--- src/rtl/muldiv_pkg.sv ---
// Shared definitions for the iterative multiply/divide unit: op encoding,
// FSM states and the default operand width.
package muldiv_pkg;

    localparam int WIDTH_DEF = 32;

    localparam logic [1:0] OP_MULT  = 2'b00;
    localparam logic [1:0] OP_MULTU = 2'b01;
    localparam logic [1:0] OP_DIV   = 2'b10;
    localparam logic [1:0] OP_DIVU  = 2'b11;

    typedef enum logic {
        IDLE = 1'b0,
        RUN  = 1'b1
    } state_t;

    function automatic logic op_is_div(input logic [1:0] op);
        return (op == OP_DIV) || (op == OP_DIVU);
    endfunction

    function automatic logic op_is_signed(input logic [1:0] op);
        return (op == OP_MULT) || (op == OP_DIV);
    endfunction

endpackage

--- src/rtl/muldiv_sign.sv ---
// Sign handling for muldiv_unit: operand magnitudes/sign flags on entry and
// the final negation of product, quotient and remainder on exit.
module muldiv_sign
    import muldiv_pkg::*;
#(
    parameter int WIDTH = WIDTH_DEF
) (
    input  logic [1:0]         op,
    input  logic [WIDTH-1:0]   a,
    input  logic [WIDTH-1:0]   b,
    output logic [WIDTH-1:0]   mag_a,
    output logic [WIDTH-1:0]   mag_b,
    output logic               neg_a,
    output logic               neg_b,
    input  logic               res_neg_a,
    input  logic               res_neg_b,
    input  logic [2*WIDTH-1:0] prod,
    input  logic [WIDTH-1:0]   quot,
    input  logic [WIDTH-1:0]   rem,
    output logic [2*WIDTH-1:0] prod_fix,
    output logic [WIDTH-1:0]   quot_fix,
    output logic [WIDTH-1:0]   rem_fix
);

    always_comb begin
        neg_a    = op_is_signed(op) & a[WIDTH-1];
        neg_b    = op_is_signed(op) & b[WIDTH-1];
        mag_a    = neg_a ? -a : a;
        mag_b    = neg_b ? -b : b;
        // Remainder follows the dividend; product and quotient follow the sign difference.
        prod_fix = (res_neg_a ^ res_neg_b) ? -prod : prod;
        quot_fix = (res_neg_a ^ res_neg_b) ? -quot : quot;
        rem_fix  = res_neg_a ? -rem : rem;
    end

endmodule

--- src/rtl/muldiv_unit.sv ---
// Iterative multiply/divide unit holding the architectural HI/LO registers;
// one iteration per cycle, WIDTH cycles per operation.
module muldiv_unit
    import muldiv_pkg::*;
#(
    parameter int WIDTH = WIDTH_DEF,
    parameter int CNT_W = 6
) (
    input  logic             clk,
    input  logic             reset,
    input  logic             start,
    input  logic [1:0]       op,
    input  logic [WIDTH-1:0] RD1,
    input  logic [WIDTH-1:0] RD2,
    input  logic             hi_we,
    input  logic             lo_we,
    input  logic [WIDTH-1:0] WD,
    output logic [WIDTH-1:0] HI,
    output logic [WIDTH-1:0] LO,
    output logic             busy,
    output logic             done
);

    state_t               state_q, state_d;
    logic [1:0]           op_q, op_d;
    logic                 neg_a_q, neg_a_d, neg_b_q, neg_b_d;
    logic                 b_zero_q, b_zero_d;
    logic [WIDTH-1:0]     raw_a_q, raw_a_d;
    logic [WIDTH-1:0]     opnd_q, opnd_d;
    logic [2*WIDTH-1:0]   acc_q, acc_d;
    logic [WIDTH-1:0]     rem_q, rem_d;
    logic [CNT_W-1:0]     cnt_q, cnt_d;
    logic [WIDTH-1:0]     hi_q, hi_d, lo_q, lo_d;
    logic                 busy_q, busy_d, done_q, done_d;

    logic [WIDTH:0]       mul_sum, div_shift, div_diff;
    logic [2*WIDTH-1:0]   iter_acc;
    logic [WIDTH-1:0]     iter_rem;
    logic [WIDTH-1:0]     mag_a, mag_b;
    logic                 neg_a, neg_b;
    logic [2*WIDTH-1:0]   prod_fix;
    logic [WIDTH-1:0]     quot_fix, rem_fix;

    muldiv_sign #(.WIDTH(WIDTH)) u_sign (
        .op        (op),
        .a         (RD1),
        .b         (RD2),
        .mag_a     (mag_a),
        .mag_b     (mag_b),
        .neg_a     (neg_a),
        .neg_b     (neg_b),
        .res_neg_a (neg_a_q),
        .res_neg_b (neg_b_q),
        .prod      (iter_acc),
        .quot      (iter_acc[WIDTH-1:0]),
        .rem       (iter_rem),
        .prod_fix  (prod_fix),
        .quot_fix  (quot_fix),
        .rem_fix   (rem_fix)
    );

    // Multiply: acc = {partial, multiplier}; divide: acc[WIDTH-1:0] holds dividend->quotient.
    always_comb begin
        mul_sum   = {1'b0, acc_q[2*WIDTH-1:WIDTH]} + (acc_q[0] ? {1'b0, opnd_q} : '0);
        div_shift = {rem_q, acc_q[WIDTH-1]};
        div_diff  = div_shift - {1'b0, opnd_q};
        if (op_is_div(op_q)) begin
            iter_acc = {acc_q[2*WIDTH-1:WIDTH], acc_q[WIDTH-2:0], ~div_diff[WIDTH]};
            iter_rem = div_diff[WIDTH] ? div_shift[WIDTH-1:0] : div_diff[WIDTH-1:0];
        end else begin
            iter_acc = {mul_sum, acc_q[WIDTH-1:1]};
            iter_rem = rem_q;
        end
    end

    always_comb begin
        state_d  = state_q;
        op_d     = op_q;
        neg_a_d  = neg_a_q;
        neg_b_d  = neg_b_q;
        b_zero_d = b_zero_q;
        raw_a_d  = raw_a_q;
        opnd_d   = opnd_q;
        acc_d    = acc_q;
        rem_d    = rem_q;
        cnt_d    = cnt_q;
        hi_d     = hi_q;
        lo_d     = lo_q;
        busy_d   = busy_q;
        done_d   = 1'b0;
        case (state_q)
            IDLE: begin
                if (start) begin
                    state_d  = RUN;
                    busy_d   = 1'b1;
                    cnt_d    = '0;
                    op_d     = op;
                    neg_a_d  = neg_a;
                    neg_b_d  = neg_b;
                    raw_a_d  = RD1;
                    b_zero_d = (RD2 == '0);
                    opnd_d   = op_is_div(op) ? mag_b : mag_a;
                    acc_d    = {{WIDTH{1'b0}}, (op_is_div(op) ? mag_a : mag_b)};
                    rem_d    = '0;
                end else begin
                    if (hi_we) hi_d = WD;
                    if (lo_we) lo_d = WD;
                end
            end
            RUN: begin
                acc_d = iter_acc;
                rem_d = iter_rem;
                cnt_d = cnt_q + CNT_W'(1);
                if (cnt_q == CNT_W'(WIDTH - 1)) begin
                    state_d = IDLE;
                    busy_d  = 1'b0;
                    done_d  = 1'b1;
                    cnt_d   = '0;
                    if (!op_is_div(op_q)) begin
                        {hi_d, lo_d} = prod_fix;
                    end else if (b_zero_q) begin
                        hi_d = raw_a_q;
                        lo_d = '1;
                    end else begin
                        hi_d = rem_fix;
                        lo_d = quot_fix;
                    end
                end
            end
            default: state_d = IDLE;
        endcase
    end

    always_ff @(posedge clk or posedge reset) begin
        if (reset) begin
            state_q  <= IDLE;
            op_q     <= OP_MULT;
            neg_a_q  <= 1'b0;
            neg_b_q  <= 1'b0;
            b_zero_q <= 1'b0;
            raw_a_q  <= '0;
            opnd_q   <= '0;
            acc_q    <= '0;
            rem_q    <= '0;
            cnt_q    <= '0;
            hi_q     <= '0;
            lo_q     <= '0;
            busy_q   <= 1'b0;
            done_q   <= 1'b0;
        end else begin
            state_q  <= state_d;
            op_q     <= op_d;
            neg_a_q  <= neg_a_d;
            neg_b_q  <= neg_b_d;
            b_zero_q <= b_zero_d;
            raw_a_q  <= raw_a_d;
            opnd_q   <= opnd_d;
            acc_q    <= acc_d;
            rem_q    <= rem_d;
            cnt_q    <= cnt_d;
            hi_q     <= hi_d;
            lo_q     <= lo_d;
            busy_q   <= busy_d;
            done_q   <= done_d;
        end
    end

    assign HI   = hi_q;
    assign LO   = lo_q;
    assign busy = busy_q;
    assign done = done_q;

endmodule
--- config.mk ---
export PLATFORM = sky130hd
export DESIGN_NAME = muldiv_unit
export DESIGN_NICKNAME = d
export VERILOG_FILES = /design/src/rtl/muldiv_pkg.sv /design/src/rtl/muldiv_sign.sv /design/src/rtl/muldiv_unit.sv
export SDC_FILE = /design/constraint.sdc
export NUM_CORES = 1
export LEC_CHECK = 0
export BUFFER_PORTS_ARGS = -buffer_cell sky130_fd_sc_hd__buf_4
export CAP_MARGIN = 20
export CORE_MARGIN = 2
export CORE_UTILIZATION = 23
export DETAILED_ROUTE_END_ITERATION = 7
export PLACE_DENSITY = 0.36
export SETUP_SLACK_MARGIN = 0.5
export SLEW_MARGIN = 40
export SYNTH_ARGS = -nofsm -noshare
export SYNTH_HDL_FRONTEND = slang
export SYNTH_HIERARCHICAL = 1
export SYNTH_SLANG_ARGS = --single-unit
--- constraint.sdc ---
create_clock -name clk -period 6.3 [get_ports clk]
set_input_delay 0 -clock clk [delete_from_list [all_inputs] [get_ports clk]]
set_output_delay 0 -clock clk [all_outputs]
set_load 0.1 [all_outputs]
==> metrics.md <==
| Metric | Value |
|---|---|
| TritonRoute pass-1 iters | 7 |
| Finished Core Util | 28.82% |
| Die Wd | ~300 µm |
| Max-Slew Margin vs Limit | a little over two fifths |
| Post-synth top area cell | dfrtp_1 |
| Via count of the first global-routing pass | 18920 |
| GRT overflow | 0 |
| Dpl cells | between 3000 and 4000 |
| Post-synthesis sequential area ratio | between 20% and 30% |
| GRT Util Overall | approximately 20% |
| Post-synth EDFFs | 0 |
| Detailed-placement wirelength estimate | between 70000 and 80000 µm |
| Syn_nets | 2726 |
| CTS H-tree lvls | 2 |
| RD Place Congestion | 0.8767 |
| Pwr/cell area | between 600 and 700 mW/mm² |
| DRT iter0 DRCs | 1908 |
| Vias after detailed routing | slightly below 20000 |
| Synth top cells by count | 383 x nand2_1, 237 x dfrtp_1, 217 x o21ai_0 |
| Final setup fails | 0 |
| CP Max Fanout | 14 |
| Placed Area | 0.02287 mm² |
| Fin crit share | 87.65% |
| Syn Area/Cell | 7.902 µm² |
| Peak VDD IR | about 0.54 mV |
| HP Class | input pin to async pin |
| Clock Tree Buf Depth | 3 |
| Crit end category | flop |
| Fmax | 0.1811 GHz |
| Setup CP Type | flop to flop |
| Layout area overhead | 24.05% |
| Synthesized area | 0.02016 mm² |
| Die height | 300.0 µm |
| DRC Markers | 0 |
| Synth unique cells | a little under 80 |
| CTS Buf Count | 35 |
| Number of max-cap violations | 0 |
| Antenna Nets Post-Route | 0 |
| Async SR Flop Fraction | 100.0% |
| Worst skew pair latency | 570 ps |
| First-pass GRT wire length | 133900 µm |
| Final Slew Violations | 0 |
| Routed WL per cell | about 24 µm |
| Setup TNS | 0 ps |
| Rows | 108 |
| Antenna violations before repair | 7 |
| Fin cells | around 4000 |
| Yosys reg bits | 237 |
| Die ar. | ~0.09 mm² |
| Clock transition at path regs | approximately 60 ps |
| P_leak | between 10 and 15 nW |
| Outcome | complete, no violations |
| Clock Sink Count | ~240 |
| CTS Root Cell | clkbuf_16 |
| Final Hold Fails | 0 |
| Core area | slightly below 0.09 mm² |
| Final WL | roughly 92000 µm |
| PortBufs | roughly 170 |
| CP required | just under 7000 ps |
| Starting Density | a little under a quarter |
| Largest net degree at the start of global routing | 173 |
| CP startpoint kind | flop |
| Cell with the most instances after synthesis | nand2_1 |
| RSZ-0062 raised after global routing | no |
| Fraction of layout cells with a size suffix above 1 | between 10% and 20% |
| Nets | between 2000 and 3000 |
| Dominant cells by area after synthesis | dfrtp_1 29%, nand2_1 7.1%, mux2i_1 6.4% |
| Fin Clk Skew | between 20 and 25 ps |
| Layout fillers | ~9500 |
| Power, Total | roughly 16 mW |
| Final min period | between 5000 and 6000 ps |
| CTS tree | built |
| Worst path arrival time | approximately 6000 ps |
| Drt via density | between 5 and 6 |
| Design Area, Final | ~0.025 mm² |
| Share of the synthesized area in the top cell type | ~29% |
| Gate Count Post-Synth | 2551 |
| Top FF cell, synth | dfrtp_1 |
| Slew @ Worst Pin | between 800 and 900 ps |
| Yosys warnings | 6 |
| Io pins | around 170 |
-- registers in the layout, indices dropped and copies added (netlist names) --
name,cells
LO,32
raw_a_q,32
rem_q,32
op_q,1
acc_q,64
state_q,1
neg_a_q,1
cnt_q,6
neg_b_q,1
opnd_q,32
HI,32
done,1
b_zero_q,1
busy,1
-- per-layer routing --
layer | GRT usage, % | routed length, µm | up-vias
met3 | 3.237 | 5539 | 89
met2 | 28.81 | 38070 | 555
met4 | 6.548 | 2955 | 0
met1 | 30.15 | 45860 | 9644
li1 | - | - | 9479
met5 | 0 | 0 | -
-- placed cells by master (no fill, tap or decap), types with 37 or more instances in the layout --
master,synthesis,routed
nand2_1,383,382
o21ai_0,217,214
inv_1,74,73
nand2b_1,56,54
o211ai_1,37,37
ha_1,70,70
dlygate4sd3_1,0,80
dfrtp_1,237,233
mux2i_1,129,123
xor2_1,119,119
and2_1,45,44
xnor2_1,121,120
buf_4,7,228
a21oi_1,154,154
nor2_1,213,211
a31oi_1,96,96
mux2_2,37,37
nor3_1,43,43
-- final timing paths --
kind | startpoint | end | slack [ps] | depth (start not counted)
max | acc_q[31]$_DFFE_PP0P_ | HI[28]$_DFFE_PP0P_ | 780 | 22
min in group clk | RD2[2] | opnd_q[3]$_DFFE_PP0P_ | 40 | 5
min reg2reg | raw_a_q[9]$_DFFE_PP0P_ | raw_a_q[9]$_DFFE_PP0P_ | 480 | 2
min | reset | acc_q[62]$_DFFE_PP0P_ | 40 | 3
max in group asynchronous | reset | op_q[1]$_DFFE_PP0P_ | 4910 | 5
max reg2reg | acc_q[31]$_DFFE_PP0P_ | HI[28]$_DFFE_PP0P_ | 780 | 22
-- through the flow --
step	hold WS (ps)	setup WS (ps)
finish	39.18	777.9
global route	77.54	483.6
CTS	21.38	527.7
detailed placement	77.01	177.8
global placement	82.56	277.9
floorplan	105.4	1153
-- layout make-up --
cell class	count	area [µm²]	area share, %
multi-input cells	2080	13440	53.75
diodes	2	5.005	0.02001
clock inverters	12	156.4	0.6254
well taps	1155	1445	5.779
repair buffers	317	2683	10.73
inverters	74	281.5	1.126
clock buffers	50	1054	4.213
flip-flops and latches	237	5941	23.76
-- power by group --
| part | switching [mW] | leakage [nW] | internal, mW |
|---|---|---|---|
| combinational | 7.46 | 7.30 | 3.87 |
| clock | 0.835 | 0.598 | 1.29 |
| sequential | 0.705 | 2.85 | 2.18 |
-- worst max-delay path: stages (launching register included) --
cell and delay, ps:
dfrtp_1 400, inv_1 120, ha_1 200, fa_2 240, nor2b_2 60, o211ai_2 150
a21boi_2 100, o41a_1 420, a22oi_2 220, o21a_2 230, xor2_4 170, buf_12 180
mux2i_2 260, a21oi_1 170, or4_4 570, or4_4 580, or3_4 380, o41ai_4 320
xnor2_1 160, mux2i_1 100, nand2_1 110, o211ai_1 90, a31oi_1 200
-- repair_timing --
action / CTS / global route
endpoints found under the hold margin: 192 / 1
hold buffers: 79 / 1
endpoints found under the setup margin: 19 / 18
resized for setup: 1 / 17
pin swaps: 0 / 6
buffers inserted: 1 / 3
-- cell families after synthesis --
logic type      share of synthesized area, %
buf+inv                                4.568
fa+ha+maj                              4.543
mux                                    8.472
simple gates                           20.71
flops                                  29.42
compound gates                         21.78
xor+xnor                               10.51
No activity file was read; power rests on OpenSTA's default activity.
